`src/rtl/vector_deserializer_if.sv`:
```
`default_nettype none
// ============================================================================
// Module      : vector_deserializer_if
// Description : Bundles the serial-bit handshake and the parallel-word
//               handshake of the vector deserializer.
//               master : drives bit_in/bit_valid/frame_start, vec_ready and
//                        clear_err; observes everything else.
//               slave  : the deserializer itself.
// Signals     : bit_in, bit_valid, frame_start, bit_ready  - serial side
//               vec[WIDTH], vec_valid, vec_ready            - word side
//               bit_count[$clog2(WIDTH+1)]                 - fill level
//               frame_err, clear_err                        - abort flag
// Revision    : 1.0  initial release
// ============================================================================
interface vector_deserializer_if #(
  parameter int WIDTH = 3
);
  localparam int CW = $clog2(WIDTH + 1);

  logic             bit_in;
  logic             bit_valid;
  logic             frame_start;
  logic             bit_ready;
  logic [WIDTH-1:0] vec;
  logic             vec_valid;
  logic             vec_ready;
  logic [CW-1:0]    bit_count;
  logic             frame_err;
  logic             clear_err;

  modport master (
    output bit_in, bit_valid, frame_start, vec_ready, clear_err,
    input  bit_ready, vec, vec_valid, bit_count, frame_err
  );

  modport slave (
    input  bit_in, bit_valid, frame_start, vec_ready, clear_err,
    output bit_ready, vec, vec_valid, bit_count, frame_err
  );
endinterface
`default_nettype wire

```
`src/rtl/vector_deserializer.sv`:
```
`default_nettype none
// ============================================================================
// Module      : vector_deserializer
// Description : Collects framed serial bits into a WIDTH-bit word and offers
//               it downstream with a valid/ready handshake. A frame_start
//               arriving mid-word abandons the partial word and raises a
//               sticky frame_err.
// Ports       : clk   - system clock, rising edge
//               rst_n - asynchronous active-low reset
//               bus   - vector_deserializer_if.slave (serial in, word out,
//                       bit_count, frame_err/clear_err)
// Parameters  : WIDTH     - word width, WIDTH >= 2
//               MSB_FIRST - 1: first serial bit lands in vec[WIDTH-1]
//                           0: first serial bit lands in vec[0]
// Revision    : 1.0  initial release
// ============================================================================
module vector_deserializer #(
  parameter int WIDTH     = 3,
  parameter bit MSB_FIRST = 1'b1
) (
  input  wire                     clk,
  input  wire                     rst_n,
  vector_deserializer_if.slave    bus
);

  localparam int            CW       = $clog2(WIDTH + 1);
  localparam logic [CW-1:0] LAST_CNT = CW'(WIDTH - 1);

  typedef enum logic [1:0] {
    IDLE  = 2'd0,
    SHIFT = 2'd1,
    FULL  = 2'd2
  } state_t;

  state_t           state, state_next;
  logic [WIDTH-1:0] shift_reg, shift_next;
  logic [WIDTH-1:0] vec_reg, vec_next;
  logic             vec_valid_reg, vec_valid_next;
  logic [CW-1:0]    count, count_next;
  logic             err_reg, err_next;
  logic             err_set;

  logic             ready;
  logic             accept;
  logic [WIDTH-1:0] shift_word;  // shift_reg with bit_in appended
  logic [WIDTH-1:0] load_word;   // bit_in as the first bit of a fresh word

  // In FULL a bit can only enter when the held word leaves the same cycle.
  assign ready  = (state == FULL) ? bus.vec_ready : 1'b1;
  assign accept = bus.bit_valid & ready;

  // Loading a first bit is the same as shifting it into an all-zero register.
  generate
    if (MSB_FIRST) begin : g_msb_first
      assign shift_word = {shift_reg[WIDTH-2:0], bus.bit_in};
      assign load_word  = {{(WIDTH-1){1'b0}}, bus.bit_in};
    end else begin : g_lsb_first
      assign shift_word = {bus.bit_in, shift_reg[WIDTH-1:1]};
      assign load_word  = {bus.bit_in, {(WIDTH-1){1'b0}}};
    end
  endgenerate

  always_comb begin
    state_next     = state;
    shift_next     = shift_reg;
    vec_next       = vec_reg;
    vec_valid_next = vec_valid_reg;
    count_next     = count;
    err_set        = 1'b0;

    case (state)
      IDLE: begin
        // Bits without frame_start are stray and silently dropped here.
        if (accept && bus.frame_start) begin
          shift_next = load_word;
          count_next = CW'(1);
          state_next = SHIFT;
        end
      end

      SHIFT: begin
        if (accept) begin
          if (bus.frame_start) begin
            err_set    = 1'b1;
            shift_next = load_word;
            count_next = CW'(1);
          end else begin
            shift_next = shift_word;
            if (count == LAST_CNT) begin
              vec_next       = shift_word;
              vec_valid_next = 1'b1;
              count_next     = '0;
              state_next     = FULL;
            end else begin
              count_next = count + CW'(1);
            end
          end
        end
      end

      FULL: begin
        if (bus.vec_ready) begin
          vec_valid_next = 1'b0;
          // A frame_start coinciding with consumption opens the next word
          // without an idle bubble; a plain bit here is dropped.
          if (accept && bus.frame_start) begin
            shift_next = load_word;
            count_next = CW'(1);
            state_next = SHIFT;
          end else begin
            state_next = IDLE;
          end
        end
      end

      default: begin
        state_next = IDLE;
      end
    endcase

    // Setting wins over clearing in the same cycle.
    err_next = err_set | (err_reg & ~bus.clear_err);
  end

  always_ff @(posedge clk or negedge rst_n) begin
    if (!rst_n) begin
      state         <= IDLE;
      shift_reg     <= '0;
      vec_reg       <= '0;
      vec_valid_reg <= 1'b0;
      count         <= '0;
      err_reg       <= 1'b0;
    end else begin
      state         <= state_next;
      shift_reg     <= shift_next;
      vec_reg       <= vec_next;
      vec_valid_reg <= vec_valid_next;
      count         <= count_next;
      err_reg       <= err_next;
    end
  end

  assign bus.bit_ready = ready;
  assign bus.vec       = vec_reg;
  assign bus.vec_valid = vec_valid_reg;
  assign bus.bit_count = count;
  assign bus.frame_err = err_reg;

endmodule
`default_nettype wire

```
`src/flat_wrapper.sv`:
```
// flat-port wrapper written by rule: the top's interface ports become plain ports
module vector_deserializer_flat 
#(
  parameter int WIDTH     = 3,
  parameter bit MSB_FIRST = 1'b1
)
  (clk, rst_n, bus_bit_in, bus_bit_valid, bus_frame_start, bus_vec_ready, bus_clear_err, bus_bit_ready, bus_vec, bus_vec_valid, bus_bit_count, bus_frame_err);
  vector_deserializer_if #(.WIDTH(WIDTH)) bus_i ();
  input  wire clk;
  input  wire rst_n;
  input wire logic [$bits(bus_i.bit_in)-1:0] bus_bit_in;
  input wire logic [$bits(bus_i.bit_valid)-1:0] bus_bit_valid;
  input wire logic [$bits(bus_i.frame_start)-1:0] bus_frame_start;
  input wire logic [$bits(bus_i.vec_ready)-1:0] bus_vec_ready;
  input wire logic [$bits(bus_i.clear_err)-1:0] bus_clear_err;
  output wire logic [$bits(bus_i.bit_ready)-1:0] bus_bit_ready;
  output wire logic [$bits(bus_i.vec)-1:0] bus_vec;
  output wire logic [$bits(bus_i.vec_valid)-1:0] bus_vec_valid;
  output wire logic [$bits(bus_i.bit_count)-1:0] bus_bit_count;
  output wire logic [$bits(bus_i.frame_err)-1:0] bus_frame_err;
  assign bus_i.bit_in = bus_bit_in;
  assign bus_i.bit_valid = bus_bit_valid;
  assign bus_i.frame_start = bus_frame_start;
  assign bus_i.vec_ready = bus_vec_ready;
  assign bus_i.clear_err = bus_clear_err;
  assign bus_bit_ready = bus_i.bit_ready;
  assign bus_vec = bus_i.vec;
  assign bus_vec_valid = bus_i.vec_valid;
  assign bus_bit_count = bus_i.bit_count;
  assign bus_frame_err = bus_i.frame_err;
  vector_deserializer #(.WIDTH(WIDTH), .MSB_FIRST(MSB_FIRST)) u_core (.clk(clk), .rst_n(rst_n), .bus(bus_i));
endmodule
```
`config.mk`:
```
export PLATFORM = sky130hd
export DESIGN_NAME = vector_deserializer_flat
export DESIGN_NICKNAME = d
export VERILOG_FILES = /design/src/rtl/vector_deserializer_if.sv /design/src/rtl/vector_deserializer.sv /design/src/flat_wrapper.sv
export SDC_FILE = /design/constraint.sdc
export NUM_CORES = 1
export LEC_CHECK = 0
export ABC_CLOCK_PERIOD_IN_PS = 1900
export BUFFER_PORTS_ARGS = -buffer_cell sky130_fd_sc_hd__clkbuf_2
export CORE_AREA = 4 4 41 43
export DETAILED_ROUTE_END_ITERATION = 7
export DIE_AREA = 0 0 45 47
export PLACE_DENSITY = 0.59
export RECOVER_POWER = 25
export SETUP_SLACK_MARGIN = 0.05
export SYNTH_ARGS = -nofsm -noshare
export SYNTH_HDL_FRONTEND = slang
export SYNTH_SLANG_ARGS = --single-unit
```
`constraint.sdc`:
```
create_clock -name clk -period 1.9 [get_ports clk]
set_clock_uncertainty 0.15 [all_clocks]
set_input_delay 0.095 -clock clk [delete_from_list [all_inputs] [get_ports clk]]
set_output_delay 0.095 -clock clk [all_outputs]
set_load 0.1 [all_outputs]
```
== Word level (Yosys, flattened, before mapping) ==
Cells that the tools add are included.
Cells by class
  reduce and logical (&&, ||, !) cells: 8
  equality and inequality tests: 8
  bitwise operators: 5
  muxes and demuxes: 27
  add/sub/neg operators: 1
Operators with widths (count)
  $mux 2: 10
  $mux 3: 4
  $pmux 2 s3: 2
  $reduce_and 5->1: 2
  $mux 1: 9
  $pmux 3 s3: 1
  $ne 2x1->1 const B: 3
  $eq 2x2->1 const B: 2
  $ne 2x2->1 const B: 2
  $reduce_and 4->1: 1
  $reduce_and 3->1: 1
  $reduce_bool 3->1: 1
  $add 2x1->2 const B: 1
  $and 1x1->1: 2
  $eq 2x1->1 const B: 1
  $logic_not 2->1: 1
  $not 1->1: 2
  $pmux 1 s2: 1
  $reduce_bool 2->1: 1
  $logic_and 1x1->1: 1
  $or 1x1->1: 1
Word-level totals
  word-level logic and storage cells: 55
  output and inout port bits: 8
  register bits after elaboration: 12
  input bits: 7

== Logic depth before layout (Yosys ltp) ==
  depth after elaboration: 7
  gate-level depth with buffers: 4

== Worst setup path before layout ==
Ideal clock, no wire load.
  kind: flip-flop to flip-flop
  from: reg u_core.count[1] (netlist: u_core.bus.bit_count[1])
  to: reg u_core.vec_reg[0] (netlist: u_core.bus.vec[0])
  stages on the path, launching flop included: 5
  data required time: 1625 ps
  path buffers: 1
  setup time: 125 ps
  arrival: 1933 ps
  clock period less this slack: 2209 ps
  setup slack: -309 ps
  path through: dfrtp_1 nand2_1 or4_4 buf_6 mux2_4
On the way
  word-level cells in the longest chain between the ends: 2
RTL lines
  start, declared: line vector_deserializer.sv:39  | logic [CW-1:0] count, count_next;
  start signal, assigned: line vector_deserializer.sv:138  | count <= count_next;
  $eq 2x2->1: line vector_deserializer.sv:89  | if (count == LAST_CNT) begin
  $reduce_and 4->1 (no line)
  end signal, assigned: line vector_deserializer.sv:136  | vec_reg <= vec_next;
  end, declared: line vector_deserializer.sv:37  | logic [WIDTH-1:0] vec_reg, vec_next;
No other way between the ends.
A chain may end at the register's enable or synchronous reset.

== Final worst setup path ==
  from: reg u_core.state[1]
  to: reg u_core.vec_reg[1] (netlist: u_core.bus.vec[1])
On the way
  word-level cells in the longest chain between the ends: 4
  elaborated cells between the ends (all ways): 5
  those cells by class: eq/ne: 2; mux: 1; bitwise: 1; reduce/logical: 1
RTL lines
  start, declared: line vector_deserializer.sv:35  | state_t state, state_next;
  start signal, assigned: line vector_deserializer.sv:134  | state <= state_next;
  $eq 2x2->1: line vector_deserializer.sv:49  | assign ready = (state == FULL) ? bus.vec_ready : 1'b1;
  $mux 1: line vector_deserializer.sv:49
  $and 1x1->1: line vector_deserializer.sv:50  | assign accept = bus.bit_valid & ready;
  $reduce_and 4->1 (no line) *
Mark *: on every way between the ends. The rest lies on a longest branch, timed or not.

==> results.md <==
* 15 — IO Pins
* 260 ps — source-to-sink clock delay at the later pin of the worst-skew pair
* 69 — cell count after placement
* completed — run status
* dfrtp_1 — cell accounting for the most synthesized area
* 11 — clk sink count
* flip-flop — element type at the critical path start
* 91.1% — period utilisation layout
* 0.720 — Routability Congestion
* 372 — number of global-route vias before repair
* 55.3% — share of synthesized area occupied by flip-flops and latches
* 55.3% — Yosys top cell area share
* dfrtp_1 (55%), mux2_4 (9.0%), mux2_2 (6.8%) — leading cell types by total area after synthesis
* flip-flop — kind of capture point of the worst setup path
* false — RSZ-0062 raised after global routing
* 2120 um2 — DIE AREA
* reg2reg — worst setup path category
* 3 — flip-flop count of the largest register, all copies and words added
* 2 — buffer depth of the longest clock path
* clkbuf_4 — clock root buffer
* 11.0% — overall routing resource usage
* 41 — Syn Inst Count
* 474 um — routed metal-1 wirelength
* 578 MHz — Max Freq
* 0 — count of buffers added by post-CTS timing repair for setup
* met3 — DR top layer
* 0 — number of antenna violations at the first check in global routing
* 0 — YS warnings
* or4_4 — slowest CP cell
* 0 ps — setup TNS
* 1900 ps — data required time of the critical path
* 0 — overflow left after global routing
* 1300 um2 — core footprint
* 36.2% — area grow syn2layout
* 3 — TritonCTS Buffers
* 1730 ps — crit path time final
* 47 um — die height
* 70 ps — clock-pin slew on the worst setup and hold paths
* 4.64 — post-detailed-route via-to-cell ratio
* 0 — Setup Viol. Count Final
* 191 ps — Setup WS pre-CTS
* 608 ps — Worst Tran Pin Value
* 0 — Slew Limit Fails
* 38.5% — fraction of layout cells with a size suffix above 1
* 371 — routed vias
* 52 um — detailed-routed wire length on met3
* nand2b_1 > or4_4 > mux2_4 — cells traversed along the worst timing path
* 1730 ps — data arrival time at the worst-slack endpoint
* 17 — synth unique cells
* 11 — FF+latch count, synth
* 13 — Row Count
* 12.2 um — average detailed-routed wire length per instance
* 1640 um — global-route wire length before repair
* 976 um — WL final
* 448 um — met2 wire len
* 48 — syn_nets
* 80 — post-layout instance count excluding filler cells
* 0 — number of violations of the max-capacitance limit
* 169 ps — Worst Slack Setup Final
* 0 — number of nets still failing antenna checks after routing
* 1 — Clock H-tree levels
* 0 — count of final hold-check violations
* 45 um — horizontal die dimension
* 38.3% — effective utilization at floorplan
* 0 — DRC errors left
* 2 — First-pass DRT Iterations
* 701 um — total half-perimeter wirelength after legalization and detailed placement
* yes — TritonCTS clock tree
* 12.1 um2 — Mean Syn Cell Area
* 73 — Total Nets Final
* 540 ps — biggest cell delay along the critical path
* 12 — maximum number of pins on one net before global-route repair
* 59.4% — Slew HR
* 5 — drt first-iter violations
* 498 um2 — area of the mapped netlist
* 0 — total inserted antenna cells
* 5 — top fanout value on the critical path
* in2async — Hold WC Path Type
* 14 — total of buffers placed on input and output ports
==> kinds of logic after synthesis <==
family	share of synthesized area, %
compound gates	7.03
mux	17.8
buf+inv	3.77
simple gates	16.1
flops	55.3
==> per-stage QoR <==
step / util (%) / area, um2 / hold WS (ps)
2_1_floorplan: - / 505 / -351
3_3_place_gp: 44.8 / 583 / -164
3_5_place_dp: 44.8 / 583 / -163
4_1_cts: 52.2 / 679 / 97.1
5_1_grt: 52.1 / 678 / 243
6_report: 52.1 / 678 / 197
==> final cells by class <==
type,count,area (um2)
Timing Repair Buffer,21,139
Multi-Input combinational cell,27,204
Clock buffer,4,26.3
Fill cell,135,623
Inverter,2,7.51
Tap cell,15,18.8
Sequential cell,11,283
==> cell usage in the layout (no fill, tap or decap), drive strengths merged, types with 2 or more instances in the layout <==
| master | count |
|---|---|
| dlygate4sd3 | 7 |
| nand2b | 3 |
| o21ai | 3 |
| dfrtp | 11 |
| nand2 | 6 |
| mux2 | 6 |
| inv | 2 |
| clkbuf | 18 |
==> worst paths after layout <==
| kind | startpoint | to | slack, ps | depth (start not counted) |
|---|---|---|---|---|
| setup / recovery | u_core.state[1]$_DFFE_PN0P_ | u_core.bus.vec[1]$_DFFE_PN0P_ | 170 | 3 |
| hold / removal | rst_n | u_core.bus.bit_count[1]$_DFFE_PN0P_ | 200 | 2 |
| setup reg to reg | u_core.state[1]$_DFFE_PN0P_ | u_core.bus.vec[1]$_DFFE_PN0P_ | 170 | 3 |
| hold reg to reg | u_core.shift_reg[1]$_DFFE_PN0P_ | u_core.bus.vec[2]$_DFFE_PN0P_ | 360 | 1 |
| max in group asynchronous | rst_n | u_core.bus.bit_count[0]$_DFFE_PN0P_ | 950 | 2 |
| min in group clk | u_core.shift_reg[1]$_DFFE_PN0P_ | u_core.bus.vec[2]$_DFFE_PN0P_ | 360 | 1 |
==> repair_timing <==
| item | in CTS | in global routing |
|---|---|---|
| hold endpoints to repair | 16 | 0 |
| resized for setup | 0 | 0 |
| hold buffers | 7 | 0 |
==> critical path, delay by kind of cell, from the launching register on <==
family           cells  cell delay, ps
DFF                  1             420
and+or+nand+nor      2             730
muxes                1             310
==> metal layers <==
metal	vias up	global-route usage [%]
met5	-	0
met1	172	14.8
met4	0	3.51
li1	192	-
met2	7	15.8
met3	0	4.98
==> cells in the mapped netlist <==
cell and number:
dfrtp_1 11, nand2_1 6, mux2_2 3, mux2_4 3, nand2b_1 3, o21ai_0 3
inv_1 2, a21oi_1 1, and3b_1 1, buf_6 1, mux2i_1 1, nor2b_1 1
nor3_1 1, nor3b_1 1, o22ai_1 1, o32ai_1 1, or4_4 1
Power is left out: the tool's default activity adds up to more than one toggle a clock period on the data nets, which glitch-free logic cannot reach.
